**src/rtl/vga_game_frontend.sv**
```systemverilog
// vga_game_frontend: pixel timing, registered syncs/colour, key debounce and paddle for a game core
module vga_game_frontend #(
    parameter int   CLK_DIV     = 2,
    parameter int   H_DISPLAY   = 640,
    parameter int   H_FRONT     = 16,
    parameter int   H_SYNC      = 96,
    parameter int   H_BACK      = 48,
    parameter int   V_DISPLAY   = 480,
    parameter int   V_FRONT     = 10,
    parameter int   V_SYNC      = 2,
    parameter int   V_BACK      = 33,
    parameter logic SYNC_POL    = 1'b0,
    parameter int   CW          = 10,
    parameter int   DB_CYCLES   = 16,
    parameter int   PW          = 8,
    parameter int   PADDLE_STEP = 4,
    parameter int   PADDLE_MAX  = 255
) (
    input  logic          clk,
    input  logic          reset,
    input  logic [3:0]    keys,
    input  logic [2:0]    rgb_in,
    output logic          pix_en,
    output logic [CW-1:0] hpos,
    output logic [CW-1:0] vpos,
    output logic          display_on,
    output logic          frame_start,
    output logic [3:0]    keys_db,
    output logic [PW-1:0] hpaddle,
    output logic          hsync,
    output logic          vsync,
    output logic [2:0]    rgb
);
    localparam int H_TOTAL = H_DISPLAY + H_FRONT + H_SYNC + H_BACK;
    localparam int V_TOTAL = V_DISPLAY + V_FRONT + V_SYNC + V_BACK;
    localparam int DW = CLK_DIV > 1 ? $clog2(CLK_DIV) : 1;
    localparam int BW = $clog2(DB_CYCLES) + 1;
    localparam int PW1 = PW + 1;
    localparam logic [DW-1:0] DIV_LAST = DW'(CLK_DIV - 1);
    localparam logic [CW-1:0] H_LAST = CW'(H_TOTAL - 1);
    localparam logic [CW-1:0] V_LAST = CW'(V_TOTAL - 1);
    localparam logic [CW-1:0] HD = CW'(H_DISPLAY);
    localparam logic [CW-1:0] VD = CW'(V_DISPLAY);
    localparam logic [CW-1:0] HS_START = CW'(H_DISPLAY + H_FRONT);
    localparam logic [CW-1:0] HS_END = CW'(H_DISPLAY + H_FRONT + H_SYNC - 1);
    localparam logic [CW-1:0] VS_START = CW'(V_DISPLAY + V_FRONT);
    localparam logic [CW-1:0] VS_END = CW'(V_DISPLAY + V_FRONT + V_SYNC - 1);
    localparam logic [BW-1:0] DB_LAST = BW'(DB_CYCLES - 1);
    localparam logic [PW:0] STEP = PW1'(PADDLE_STEP);
    localparam logic [PW:0] PMAX = PW1'(PADDLE_MAX);

    logic [DW-1:0] div, div_next;
    logic [3:0]    sync1, sync2;
    logic [BW-1:0] db_cnt [4];
    logic          h_act, v_act;
    logic [PW:0]   pad_dec, pad_inc, pad_next;

    // Divider step, visible-area and sync-window decode, saturating paddle step
    always_comb begin
        div_next = (div == DIV_LAST) ? '0 : div + 1'b1;
        display_on = (hpos < HD) && (vpos < VD);
        h_act = (hpos >= HS_START) && (hpos <= HS_END);
        v_act = (vpos >= VS_START) && (vpos <= VS_END);
        pad_dec = {1'b0, hpaddle} - STEP;
        pad_inc = {1'b0, hpaddle} + STEP;
        pad_next = (keys_db[0] & ~keys_db[1]) ? (pad_dec[PW] ? '0 : pad_dec) :
                   (keys_db[1] & ~keys_db[0]) ? ((pad_inc > PMAX) ? PMAX : pad_inc) :
                   {1'b0, hpaddle};
    end

    // Pixel enable, raster counters and the frame-wrap pulse
    always_ff @(posedge clk or posedge reset) begin
        if (reset) begin
            div <= '0;
            pix_en <= 1'b0;
            hpos <= '0;
            vpos <= '0;
            frame_start <= 1'b0;
        end else begin
            div <= div_next;
            pix_en <= (div_next == DIV_LAST);
            frame_start <= pix_en && (hpos == H_LAST) && (vpos == V_LAST);
            if (pix_en) begin
                hpos <= (hpos == H_LAST) ? '0 : hpos + 1'b1;
                if (hpos == H_LAST)
                    vpos <= (vpos == V_LAST) ? '0 : vpos + 1'b1;
            end
        end
    end

    // Syncs and blanked colour registered together so they stay aligned
    always_ff @(posedge clk or posedge reset) begin
        if (reset) begin
            hsync <= ~SYNC_POL;
            vsync <= ~SYNC_POL;
            rgb <= '0;
        end else if (pix_en) begin
            hsync <= h_act ? SYNC_POL : ~SYNC_POL;
            vsync <= v_act ? SYNC_POL : ~SYNC_POL;
            rgb <= display_on ? rgb_in : 3'b000;
        end
    end

    // Key synchroniser and per-key stability counter
    always_ff @(posedge clk or posedge reset) begin
        if (reset) begin
            sync1 <= '0;
            sync2 <= '0;
            keys_db <= '0;
            for (int i = 0; i < 4; i++) db_cnt[i] <= '0;
        end else begin
            sync1 <= keys;
            sync2 <= sync1;
            for (int i = 0; i < 4; i++) begin
                if (sync2[i] == keys_db[i]) begin
                    db_cnt[i] <= '0;
                end else if (db_cnt[i] == DB_LAST) begin
                    keys_db[i] <= sync2[i];
                    db_cnt[i] <= '0;
                end else begin
                    db_cnt[i] <= db_cnt[i] + 1'b1;
                end
            end
        end
    end

    // Paddle moves once per frame
    always_ff @(posedge clk or posedge reset) begin
        if (reset)
            hpaddle <= PW'(PADDLE_MAX / 2);
        else if (frame_start)
            hpaddle <= pad_next[PW-1:0];
    end
endmodule

```
**config.mk**
```make
export PLATFORM = sky130hd
export DESIGN_NAME = vga_game_frontend
export DESIGN_NICKNAME = d
export VERILOG_FILES = /design/src/rtl/vga_game_frontend.sv
export SDC_FILE = /design/constraint.sdc
export NUM_CORES = 1
export LEC_CHECK = 0
export ABC_AREA = 1
export BUFFER_PORTS_ARGS = -buffer_cell sky130_fd_sc_hd__buf_2
export CORE_MARGIN = 2
export CORE_UTILIZATION = 51
export CTS_BUF_LIST = sky130_fd_sc_hd__clkbuf_16
export CTS_CLUSTER_DIAMETER = 50
export CTS_CLUSTER_SIZE = 28
export DETAILED_ROUTE_END_ITERATION = 10
export PLACE_DENSITY = 0.82
export SETUP_SLACK_MARGIN = 0.15
export SLEW_MARGIN = 20
export SYNTH_ARGS = -nofsm -noshare
export SYNTH_HDL_FRONTEND = slang
export SYNTH_SLANG_ARGS = --single-unit
```
**constraint.sdc**
```tcl
create_clock -name clk -period 2.2 [get_ports clk]
set_input_delay 0.44 -clock clk [delete_from_list [all_inputs] [get_ports clk]]
set_output_delay 0.44 -clock clk [all_outputs]
set_load 0.02 [all_outputs]
```
; ---- Word-level counts from Yosys, hierarchy flattened
; Index checks and enable logic that the tools add are counted.
[word_totals]
reg_bits = 67
out_inout_bits = 40
word_cells = 82
[op_classes]
add_sub_neg = 9
n_lt_le_gt_ge = 7
eq_ne = 10
n_mux = 18
n_bitwise = 8
n_reduce_logical = 12
[op_table]
columns = cell, n
row1 = 2-to-1 mux 5 bit, 8
row2 = 2-to-1 mux 8 bit, 4
row3 = adder 10 x 1 -> 10 bit (second input constant), 2
row4 = adder 5 x 1 -> 5 bit (second input constant), 4
row5 = equality test 10 bit (second input constant), 2
row6 = equality test 5 x 4 -> 1 bit (second input constant), 4
row7 = 2-to-1 mux 10 bit, 2
row8 = AND reduction 2 bit, 6
row9 = greater-or-equal comparator 10 bit (second input constant), 1
row10 = greater-or-equal comparator 10 x 9 -> 1 bit (second input constant), 1
row11 = <= comparator 10 bit (second input constant), 1
row12 = <= comparator 10 x 9 -> 1 bit (second input constant), 1
row13 = < comparator 10 bit (second input constant), 1
row14 = < comparator 10 x 9 -> 1 bit (second input constant), 1
row15 = adder 8 x 3 -> 9 bit (second input constant), 1
row16 = > comparator 9 x 8 -> 1 bit (second input constant), 1
row17 = subtractor 8 x 3 -> 9 bit (second input constant), 1
row18 = NOT 1 bit, 6
row19 = logical AND 1 bit, 5
row20 = equality test 1 bit, 4
row21 = 2-to-1 mux 1 bit, 3
row22 = 2-to-1 mux 3 bit, 1
row23 = AND 1 bit, 2
row24 = nonzero test 2 bit, 1
row25 = adder 1 bit (second input constant), 1

; ---- Logic depth before layout (Yosys ltp)
[depth]
word_depth = 5
ltp_mapped = 13
ltp_nobuf = 12

; ---- Worst setup path after synthesis
; OpenSTA, ideal clock, no wires.
[synth_timing]
path_type = reg2reg
from = register hpaddle[2]
to = register hpaddle[2]
setup_time_ps = 60
t_arrival_ps = 1700
t_required_ps = 2140
setup_slack_ps = 440
path_stages_with_launch = 14
period_less_slack_ps = 1760
path_cell_list = dfstp_2 buf_2 inv_1 ha_1 inv_1 nor2_1 nand2_1 nor2_1 nand2_1 nand2_1 nand3_2 nand2_1 nand2_1 nand2_1
[synth_between]
elab_chain_cells = 5
[synth_lines]
columns = element, line
row1 = "start, declared", 29  ; output logic [PW-1:0] hpaddle,
row2 = "start signal, assigned", 130  ; hpaddle <= PW'(PADDLE_MAX / 2);
row3 = "start signal, assigned", 132  ; hpaddle <= pad_next[PW-1:0];
row4 = adder 8 x 3 -> 9 bit, 65  ; pad_inc = {1'b0, hpaddle} + STEP;
row5 = > comparator 9 x 8 -> 1 bit, 67  ; (keys_db[1] & ~keys_db[0]) ? ((pad_inc > PMAX) ? PMAX : pad_inc) :
row6 = 2-to-1 mux 8 bit (2 in a row), 67
row7 = 2-to-1 mux 8 bit (*), 66  ; pad_next = (keys_db[0] & ~keys_db[1]) ? (pad_dec[PW] ? '0 : pad_dec) :
; Mark *: on every way between the ends. The rest lies on a longest branch, timed or not. The select of a mux whose other input is x is not followed.
; A chain may end at the register's enable or synchronous reset.

; ---- Final worst setup path
[layout_timing]
from = register vpos[5]
to = output port display_on
[layout_between]
elab_chain_cells = 2
[layout_lines]
columns = element, line
row1 = "start, declared", 25  ; output logic [CW-1:0] vpos,
row2 = "start signal, assigned", 86  ; vpos <= (vpos == V_LAST) ? '0 : vpos + 1'b1;
row3 = < comparator 10 x 9 -> 1 bit, 61  ; display_on = (hpos < HD) && (vpos < VD);
row4 = logical AND 1 bit, 61
row5 = "end, declared", 26  ; output logic display_on,
; No other way between the ends.

==> flow_summary.json <==
{
  "overflow": 0,
  "cts_max_level": 3,
  "cts_resized": 0,
  "antenna_found_initial": 0,
  "gp_congestion": 0.929,
  "root_buffer": "clkbuf_16",
  "critical_path_class": "flop to primary output",
  "track_usage": 0.210,
  "cts_made_buffers": 9,
  "grt_pass1_wl_um": 12100,
  "ant_nets": 0,
  "place_inst": 501,
  "wire_per_inst_um": 13.2,
  "status": "finished clean",
  "vias_per_cell": 5.29,
  "worstSetupStartpointType": "flop",
  "rrSetupSlack_ps": 420,
  "reg2regPathDepth": 8,
  "die_h_um": 84.5,
  "nFillCells": 537,
  "drive_gt1_frac": 0.207,
  "path_clk_slew_ps": 50,
  "ir_worst_vdd_mv": 0.525,
  "seqCellArea_um2": 1660,
  "crit_fanout": 7,
  "syn_to_final_growth_pct": 18.5,
  "clockBufferDepth": 2,
  "dr_total_vias": 2733,
  "netlist_area_um2": 3310,
  "fp-row-count": 29,
  "drt-initial-drc-count": 139,
  "period_share": 0.864,
  "fmax_mhz": 526,
  "powerDensity_nw_per_um2": 692,
  "required_ps": 1760,
  "antenna_cells": 0,
  "slowest_stage": "dfrtp_1",
  "layout_common_cells": "nand2_1 (81), dfrtp_1 (58), buf_2 (48), inv_1 (45), nor2_1 (39)",
  "start_util": 0.524,
  "rsz0062_at_grt": "no",
  "final_nets": 456,
  "relSlewSlack": 0.747,
  "worstMarginPinSlew_ps": 377,
  "syn_area_per_cell_um2": 8.68,
  "drc_errors": 0,
  "grt_max_degree": 67,
  "min_period_ps": 1900,
  "cap_violations": 0,
  "core_area_um2": 6310,
  "synthCells": 381,
  "maxSlewViolCount": 0,
  "ys_seq_area_frac": 0.502,
  "wl_um": 6820,
  "crit_top_cell": "nor2_2",
  "multiInputGateArea_um2": 1420,
  "hpwlAfterDp_um": 4730,
  "postCtsSetupBuffers": 0,
  "ys_types": 37,
  "worstPathArrival_ps": 1460,
  "synth_seq_cells": 66,
  "drt-pass1-iter-count": 4,
  "num_io_pins": 49,
  "cts_tree": "yes",
  "floorplan.die_area_um2": 7150,
  "grt_pass1_vias": 2680,
  "tns_ps": 0,
  "stdcell_count": 517,
  "stdcell_area_um2": 3920,
  "critPathMaxStageDelay_ps": 490,
  "ys_warn_count": 0,
  "setup_violations": 0,
  "synth_nets": 402,
  "cts_hold_buffers": 0,
  "r2r-start": "hpaddle[2]$_DFFE_PP1P_",
  "hold_path_class": "primary input to asynchronous set/reset pin",
  "crit_chain": "nand2_1 -> nor2_2 -> nor2_2 -> buf_2",
  "hold_viol_final": 0,
  "total_leakage_power_nw": 2.01,
  "dieWidth_um": 84.5,
  "insertion_delay_ps": 330,
  "r2r_end": "hpaddle[4]$_DFFE_PP1P_",
  "worstSetupEndpointType": "primary output",
  "finClkSkew_ps": 3.35,
  "clock_sinks": 66,
  "numPortBuffers": 48,
  "post_dp_cell_area_um2": 3620,
  "final_common_cell": "nand2_1"
}
-- synthesized netlist by cell type, drive strengths merged --
library cell / count / area (µm²)
o22ai: 1 / 6.26
and3: 4 / 25.0
nor2: 43 / 169
a211oi: 1 / 7.51
nand4: 8 / 56.3
a21oi: 12 / 63.8
a22oi: 1 / 7.51
nand2: 82 / 310
o21bai: 1 / 7.51
a31oi: 2 / 12.5
ha: 12 / 150
xor2: 14 / 123
xnor2: 6 / 52.6
nor4: 2 / 12.5
nor3: 14 / 86.3
mux2: 3 / 33.8
inv: 48 / 180
o21ai: 19 / 103
dfstp: 8 / 210
clkbuf: 1 / 3.75
o22a: 1 / 8.76
nand3b: 2 / 15.0
dfrtp: 58 / 1450
buf: 6 / 47.5
nand3: 32 / 165
-- kinds of logic after synthesis --
| group | share of synthesized area |
|---|---|
| and+or+nand+nor | 0.254 |
| DFF | 0.502 |
| buffers and inverters | 0.0700 |
| AOI/OAI and AO/OA | 0.0654 |
| xor gates and xnor gates | 0.0530 |
| adders and majority gates | 0.0454 |
| muxes | 0.0102 |
-- cell type report --
| type | count | share of cell area |
|---|---|---|
| Multi-Input combinational cell | 260 | 0.363 |
| Inverter | 48 | 0.0469 |
| Sequential cell | 66 | 0.424 |
| Clock buffer | 9 | 0.0575 |
| Clock inverter | 7 | 0.0156 |
| Timing Repair Buffer | 50 | 0.0683 |
| Tap cell | 77 | 0.0246 |
-- flip-flops by register name (all words and copies together) (netlist names) --
name         cells
frame_start      1
sync2            4
vsync            1
hpaddle          7
rgb              3
hsync            1
vpos            10
db_cnt          20
hpos            10
keys_db          4
div              1
sync1            4
-- critical path: cells and delay by family, from the launching register on --
| family | cells | cell delay, ps |
|---|---|---|
| DFF | 1 | 490 |
| and+or+nand+nor | 3 | 470 |
| buffers and inverters | 1 | 170 |
-- routing by layer --
| layer | vias to the layer above | part of all wire | GRT usage |
|---|---|---|---|
| li1 | 1349 | - | - |
| met1 | 1293 | 0.42 | 0.259 |
| met2 | 81 | 0.51 | 0.355 |
| met3 | 10 | 0.053 | 0.0551 |
| met4 | 0 | 0.015 | 0.0779 |
| met5 | - | 0 | 0 |
-- report_power, final --
group          switching (mW)  internal, mW
clock                   0.502         0.863
sequential             0.0183          1.24
combinational          0.0540        0.0300
-- worst max-delay path by stage --
stage | from | to | slack [ps] | depth (start not counted)
2_1_floorplan | hpaddle[2]$_DFFE_PP1P_ | hpaddle[2]$_DFFE_PP1P_ | 440 | 13
3_3_place_gp | keys_db[0]$_DFFE_PP0P_ | hpaddle[0]$_DFFE_PP1P_ | 430 | 5
3_5_place_dp | keys_db[0]$_DFFE_PP0P_ | hpaddle[0]$_DFFE_PP1P_ | 350 | 5
4_1_cts | vpos[5]$_DFFE_PP0P_ | display_on | 220 | 4
5_1_grt | vpos[9]$_DFFE_PP0P_ | display_on | 230 | 4
6_report | vpos[5]$_DFFE_PP0P_ | display_on | 300 | 4
-- stage by stage --
stage	setup slack, ps	power [mW]	utilization	hold WS, ps
floorplan	440	1.33	-	331
global placement	428	1.36	0.574	335
detailed placement	349	1.37	0.574	337
CTS	215	2.75	0.620	206
global route	229	2.81	0.621	206
finish	300	2.71	0.621	191
No activity file was read; power rests on OpenSTA's default activity.
